$ cat src/rtl/if_fetch_pkg.sv
// Shared constants and the fetch-state encoding for the instruction-fetch front end.
package if_fetch_pkg;

  localparam int InstAddrBus = 32;
  localparam int InstBus     = 32;

  localparam logic [InstBus-1:0]     ZeroWord  = '0;
  localparam logic [InstAddrBus-1:0] RstPc     = 32'h0;
  localparam logic                   RstEnable = 1'b1;
  localparam logic                   Stop      = 1'b1;
  localparam logic                   NoStop    = 1'b0;

  typedef enum logic [1:0] {
    FS_IDLE,
    FS_FETCH,
    FS_VALID,
    FS_DISCARD
  } fetch_state_e;

endpackage

$ cat src/rtl/if_fetch.sv
// IF stage: owns the PC, runs one outstanding req/ack fetch at a time and presents
// the fetched word to IF/ID, honouring stall, flush and delayed-branch redirects.
module if_fetch
  import if_fetch_pkg::*;
(
  input  logic        clk,
  input  logic        rst,
  input  logic [5:0]  stall,
  input  logic        flush,
  input  logic [31:0] new_pc,
  input  logic        branch_flag_i,
  input  logic [31:0] branch_target_address_i,
  output logic        iw_req_o,
  output logic [31:0] iw_addr_o,
  input  logic        iw_ack_i,
  input  logic [31:0] iw_data_i,
  output logic [31:0] if_pc,
  output logic [31:0] if_inst,
  output logic        stallreq_from_if
);

  fetch_state_e state;
  logic [31:0]  pc;
  logic [31:0]  inst_buf;
  logic         pend_br;
  logic [31:0]  pend_tgt;
  logic         br_take;
  logic [31:0]  consume_pc;
  logic         unused_stall;

  // stall[0] never matters: an outstanding request always runs to its ack.
  assign unused_stall = ^{stall[5:3], stall[0]};

  assign br_take = branch_flag_i && (stall[2] == NoStop);
  assign if_inst = inst_buf;

  // NOTE: every branch of the if/else assigns consume_pc, so no latch is inferred.
  always_comb begin
    if (br_take)      consume_pc = branch_target_address_i;
    else if (pend_br) consume_pc = pend_tgt;
    else              consume_pc = pc + 32'd4;
  end

  // NOTE: sequential state uses <= so every register samples pre-edge values.
  always_ff @(posedge clk) begin
    if (rst == RstEnable) begin
      state            <= FS_IDLE;
      pc               <= RstPc;
      inst_buf         <= ZeroWord;
      pend_br          <= 1'b0;
      pend_tgt         <= RstPc;
      iw_req_o         <= 1'b0;
      iw_addr_o        <= RstPc;
      if_pc            <= RstPc;
      stallreq_from_if <= 1'b1;
    end else begin
      case (state)
        FS_IDLE: begin
          state     <= FS_FETCH;
          iw_req_o  <= 1'b1;
          iw_addr_o <= pc;
        end

        FS_FETCH: begin
          if (flush) begin
            pc      <= new_pc;
            pend_br <= 1'b0;
            // An ack on the flush edge closes the old request, so re-issue at once.
            if (iw_ack_i) iw_addr_o <= new_pc;
            else          state     <= FS_DISCARD;
          end else begin
            if (br_take) begin
              pend_br  <= 1'b1;
              pend_tgt <= branch_target_address_i;
            end
            if (iw_ack_i) begin
              state            <= FS_VALID;
              inst_buf         <= iw_data_i;
              iw_req_o         <= 1'b0;
              if_pc            <= pc;
              stallreq_from_if <= 1'b0;
            end
          end
        end

        FS_VALID: begin
          if (flush || (stall[1] == NoStop)) begin
            state            <= FS_FETCH;
            pend_br          <= 1'b0;
            pc               <= flush ? new_pc : consume_pc;
            iw_addr_o        <= flush ? new_pc : consume_pc;
            iw_req_o         <= 1'b1;
            inst_buf         <= ZeroWord;
            if_pc            <= RstPc;
            stallreq_from_if <= 1'b1;
          end else if (br_take) begin
            pend_br  <= 1'b1;
            pend_tgt <= branch_target_address_i;
          end
        end

        FS_DISCARD: begin
          // The old address stays on the bus until its ack; that data is dropped.
          if (flush) begin
            pc      <= new_pc;
            pend_br <= 1'b0;
            if (iw_ack_i) begin
              state     <= FS_FETCH;
              iw_addr_o <= new_pc;
            end
          end else begin
            if (br_take) begin
              pend_br  <= 1'b1;
              pend_tgt <= branch_target_address_i;
            end
            if (iw_ack_i) begin
              state     <= FS_FETCH;
              iw_addr_o <= pc;
            end
          end
        end

        default: state <= FS_IDLE;
      endcase
    end
  end

endmodule
$ cat config.mk
export PLATFORM = sky130hd
export DESIGN_NAME = if_fetch
export DESIGN_NICKNAME = d
export VERILOG_FILES = /design/src/rtl/if_fetch_pkg.sv /design/src/rtl/if_fetch.sv
export SDC_FILE = /design/constraint.sdc
export NUM_CORES = 1
export LEC_CHECK = 0
export ABC_AREA = 1
export ABC_CLOCK_PERIOD_IN_PS = 1600
export BUFFER_PORTS_ARGS = -buffer_cell sky130_fd_sc_hd__clkbuf_2
export CORE_MARGIN = 4
export CORE_UTILIZATION = 35
export CTS_CLUSTER_DIAMETER = 150
export DETAILED_ROUTE_END_ITERATION = 8
export GPL_TIMING_DRIVEN = 0
export HOLD_SLACK_MARGIN = 0.03
export MAX_ROUTING_LAYER = met4
export PLACE_DENSITY = 0.66
export SKIP_LAST_GASP = 1
export SYNTH_ARGS = -nofsm -noshare
export SYNTH_HDL_FRONTEND = slang
export SYNTH_SLANG_ARGS = --single-unit
$ cat constraint.sdc
create_clock -name clk -period 1.6 [get_ports clk]
set_input_delay 0.24 -clock clk [delete_from_list [all_inputs] [get_ports clk]]
set_output_delay 0.24 -clock clk [all_outputs]
set_load 0.05 [all_outputs]
* Word-level counts from Yosys, hierarchy flattened
Index checks and enable logic that the tools add are counted.
** Operators by class
- Bitwise gates (word level) :: 2
- Reductions and logical operators :: 13
- Add/subtract/negate cells :: 1
- Equality and inequality tests :: 14
- Multiplexer cells :: 36
** Operators by type and width (number)
- $mux W32 :: 16
- $pmux W32 S2 :: 4
- $pmux W32 S4 :: 1
- $add A32 B3 Y32 const B :: 1
- $ne A2 B2 Y1 const B :: 7
- $reduce_and A4 Y1 :: 3
- $mux W2 :: 5
- $ne A3 B3 Y1 const B :: 3
- $reduce_and A3 Y1 :: 3
- $pmux W2 S4 :: 1
- $mux W1 :: 6
- $eq A2 B2 Y1 const B :: 2
- $pmux W1 S2 :: 2
- $reduce_bool A2 Y1 :: 2
- $pmux W1 S3 :: 1
- $reduce_bool A3 Y1 :: 1
- $eq A2 B1 Y1 const B :: 1
- $logic_not A2 Y1 :: 1
- $ne A2 B1 Y1 const B :: 1
- $not A1 Y1 :: 2
- $reduce_or A2 Y1 :: 1
- $logic_and A1 B1 Y1 :: 1
- $logic_or A1 B1 Y1 :: 1
** Storage, ports and cells
- Logic and storage cells :: 75
- Bits of input ports :: 107
- Register bits after elaboration :: 165
- Output and inout port bits :: 98

* Longest topological paths before layout
- Depth after elaboration :: 6
- Gate-level depth with buffers :: 15
- Depth with buffers taken out :: 15

* Worst setup path before layout
OpenSTA, ideal clock, no wires.
- Path kind :: register to register
- From :: register pc[3]
- To :: register iw_addr_o[16]
- Arrival time :: 1.624 ns
- Path slack :: -0.094 ns
- Data required time :: 1.529 ns
- Setup time :: 0.071 ns
- Clock period less this slack :: 1.694 ns
- Stages on the path, launching flop included :: 14
- Buffers on the path :: 0
- Path through :: dfxtp_1 ha_1 nand2_1 nor2_4 nand2_1 o21ai_0 nand3_1 nand2_1 inv_1 o21ai_0 nand2_1 nand2_1 nand2_1 a21oi_1
** Between the ends
- Cells in the longest elaborated chain, start to end :: 6
** RTL lines
- start: declaration :: line if_fetch.sv:23 : logic [31:0] pc;
- start signal: assignment :: line if_fetch.sv:48 : pc <= RstPc;
- start signal: assignment :: line if_fetch.sv:66 : pc <= new_pc;
- start signal: assignment :: line if_fetch.sv:90 : pc <= flush ? new_pc : consume_pc;
- $add A32 B3 Y32 :: line if_fetch.sv:41 : else consume_pc = pc + 32'd4;
- $mux W32 :: line if_fetch.sv:40 : else if (pend_br) consume_pc = pend_tgt;
- $mux W32 :: line if_fetch.sv:39 : if (br_take) consume_pc = branch_target_address_i;
- $mux W32 :: line if_fetch.sv:91 : iw_addr_o <= flush ? new_pc : consume_pc;
- $mux W32 :: line if_fetch.sv:87 : if (flush || (stall[1] == NoStop)) begin
- $pmux W32 S4 :: line if_fetch.sv:57 : case (state)
- end signal: assignment :: line if_fetch.sv:53 : iw_addr_o <= RstPc;
- end signal: assignment :: line if_fetch.sv:61 : iw_addr_o <= pc;
- end signal: assignment :: line if_fetch.sv:91
- end: declaration :: line if_fetch.sv:14 : output logic [31:0] iw_addr_o,
Every way passes these cells. The select of a mux whose other input is x is not followed.
A chain may end at the register's enable or synchronous reset.

* Worst setup path in the final report
- From :: register pc[3]
- To :: register iw_addr_o[10]
The elaborated chain is that of the path after synthesis.

==> flow_summary.ini <==
[die]
fp.dieH_um = 169
start_util_pct = 35.8
rows = 58
core_um2 = 25300
die_x_um = 169
num_io_pins = 205
dieArea_um2 = 28600

[place]
hpwl_um = 29000
placed_cells = 1971
gp_congestion = 1.01
io_buffers = 198

[final_layout]
syn2layout_area_growth_pct = 59.7
layout.nets = 1891
final_util_pct = 57.2
fin_cells = 2127
drive_above_1_share_pct = 42.3

[sta]
tightest_slew_ps = 924
rsz0062_at_grt = yes
maxSlewHeadroom_pct = 38.4
finClkSkew_ps = 10.3
fin_setup_tns_ps = -27460
fmax_mhz = 506
hold_viol = 0
min_period_ps = 1980
finalSetupViolations = 159
setup_slack_ps = -376
period_share_pct = 123
drv_slew = 0

[global_route]
globalRouteMet1Util_pct = 37.2
overflow = 0
globalRouteMet3Util_pct = 4.13
antenna_found_initial = 1
grt.met2_usage_pct = 43.4
grt-busiest-layer = met2
grt_max_degree = 18
grt_pass1_vias = 10993
grt_pass1_wl_um = 61200
grt_use_total_pct = 28.2

[min_path]
hold_end = if_inst[14]
hold_class = input port to flop
worstHoldStart = iw_data_i[14]
min_path_cells = 3

[logic_synthesis]
synth_compound_area_share_pct = 21.3
yosysMostFrequentCell = nand2_1
synthArstFlopShare_pct = 0
yosysSeqAreaShare_pct = 36.4
synth_area_leader_cell = dfxtp_1
synth_edf_count = 0
synthCells = 1443
synthTopCellsByArea = dfxtp_1 36%, nand2_1 20%, a21oi_1 8.8%, o21ai_0 7.7%, nand3_1 6.1%
synthSimpleGateAreaFrac_pct = 33.4
netlist_top_cells_count = 480 x nand2_1, 165 x dfxtp_1, 159 x a21oi_1
ys.flop_type = dfxtp_1
synthMuxAreaShare_pct = 0
synthAdderAreaFrac_pct = 0.138
synth_top_area_share_pct = 36.4
syn_area_um2 = 9080
synth_nets = 1551
ys_ff_latch = 165
syn-mean-instance-area_um2 = 6.29
synth_xor_area_share_pct = 0.289
synth_cell_types = 38
ys.warnings.count = 0
synth_top_family_by_area = simple AND/OR/NAND/NOR gates

[setup_path]
max_stage_delay_ps = 390
worstPathRequired_ps = 1970
cp_max_fo = 6
criticalPathCategory = flop to flop
rrSetupSlack_ps = -380
cp-end-kind = flop
cp.arrival_ps = 2350
reg2reg_to = iw_addr_o[10]
cp_slowest_cell = dfxtp_4
r2r_start = pc[3]
crit_chain = ha_4, nand2_4, nor2_4, nand2_4, buf_4, nand2_1, nand3_1, nand2_1, o211ai_1, o21ai_1, nand2_1, nand2_1, nand2_1, a21oi_1
rr_worst_depth = 14
cpMostUsedCell = nand2_1
startpoint_type = flop

[status]
failed_checks = negative setup slack
status = finished, violations left

[power]
finalPower_uw = 13800
power.leakage_uw = 0.00640
ir_drop_v = 0.000668
p_per_area_nw_per_um2 = 955

[clocking]
clk_path_buf_depth = 2
insertion_delay_ps = 440
cts.sinks = 165
htree_levels = 4
cts_buffers = 17
root_buffer = clkbuf_16
cts_tree = done
path_clk_slew_ps = 70

[detailed_routing]
drc = 0
final_antenna_net_count = 0
num_vias = 11964
wire_per_inst_um = 20.7
first_iter_violations = 1298
viasPerCell = 5.62
dr.pass1.iters = 8
routed_wl_um = 44100

[run]
drv_cap = 0
## worst max-delay path: cells and delay by family, from the launching register on
family	cells	cell delay, ps
buf+inv	1	160
flops	1	390
simple gates	9	870
fa+ha+maj	1	170
compound gates	3	320
## worst max-delay path by stage
stage | depth (start not counted) | endpoint | from
after CTS | 15 | iw_addr_o[26] | pc[3]
final | 14 | iw_addr_o[10] | pc[3]
after global placement | 13 | iw_addr_o[31] | pc[17]
after global routing | 12 | iw_addr_o[18] | pc[3]
after detailed placement | 13 | iw_addr_o[31] | pc[17]
after floorplan | 14 | iw_addr_o[26] | pc[2]
## stage by stage
step | cell area [um^2] | hold WS [ps] | setup WS, ps
after floorplan | 9090 | 375 | 0.578
after global placement | 10500 | 452 | -571
after detailed placement | 10500 | 458 | -563
after CTS | 12500 | 30.3 | -255
after global routing | 14500 | 43.2 | -446
final | 14500 | 36.6 | -376
## state kept, by name (all words and copies together), names as in the netlist
signal / cells
if_pc: 32
state: 2
iw_req_o: 1
pc: 32
pend_tgt: 32
pend_br: 1
stallreq_from_if: 1
iw_addr_o: 32
if_inst: 32
## metal layers
layer,vias to the layer above,routed length [um],part of all wire [%]
met2,735,19900,45
met1,5599,17800,40
met5,-,0,0
met4,0,2430,5.5
met3,173,3900,8.8
li1,5457,-,-
## layout make-up
type                            instances  area (um^2)
Fill cell                            2335        10800
Multi-Input combinational cell       1095         6530
Sequential cell                       165         3400
Timing Repair Buffer                  322         2380
Buffer                                 96          808
Clock buffer                           17          425
Tap cell                              330          413
Inverter                               86          372
Clock inverter                         15          166
Antenna cell                            1         2.50
## cells by family after synthesis
family / after synthesis
simple gates: 737
buf+inv: 183
compound gates: 354
fa+ha+maj: 1
xor+xnor: 3
flops: 165
## cell usage in the layout, fill, tap and decap left out, types with 6 or more instances in the layout
master | Yosys | routed
dfxtp_2 | 0 | 8
nand2_1 | 480 | 394
nand3_2 | 1 | 29
dfxtp_1 | 165 | 135
dlygate4sd3_1 | 0 | 14
nor2_1 | 116 | 53
inv_1 | 76 | 67
o21ai_2 | 0 | 24
nand2_4 | 1 | 61
a21oi_2 | 5 | 71
nand3_1 | 111 | 81
nor2_2 | 9 | 22
a21oi_1 | 159 | 91
clkbuf_16 | 0 | 31
buf_6 | 1 | 21
clkbuf_2 | 0 | 217
inv_4 | 0 | 7
inv_2 | 7 | 6
clkbuf_1 | 61 | 32
nor2_4 | 6 | 56
o21ai_0 | 139 | 86
buf_4 | 12 | 76
o21ai_1 | 9 | 38
a221oi_1 | 25 | 25
buf_8 | 0 | 13
o211ai_1 | 6 | 6
dfxtp_4 | 0 | 22
buf_12 | 0 | 13
buf_2 | 21 | 7
nand2_2 | 4 | 27
## report_power, final
group	internal, uW	switching (uW)
combinational	1750	2990
clock	2220	2070
sequential	4440	382
## repair_timing
| item | 4_1_cts | 5_1_grt |
|---|---|---|
| hold buffers | 14 | 0 |
| pin swaps | 54 | 109 |
| endpoints found under the hold margin | 14 | 0 |
| cloned | 11 | 13 |
| resized for setup | 277 | 413 |
| setup buffers | 52 | 37 |
| setup endpoints to repair | 162 | 163 |
Power figures use the tool's default switching activity.
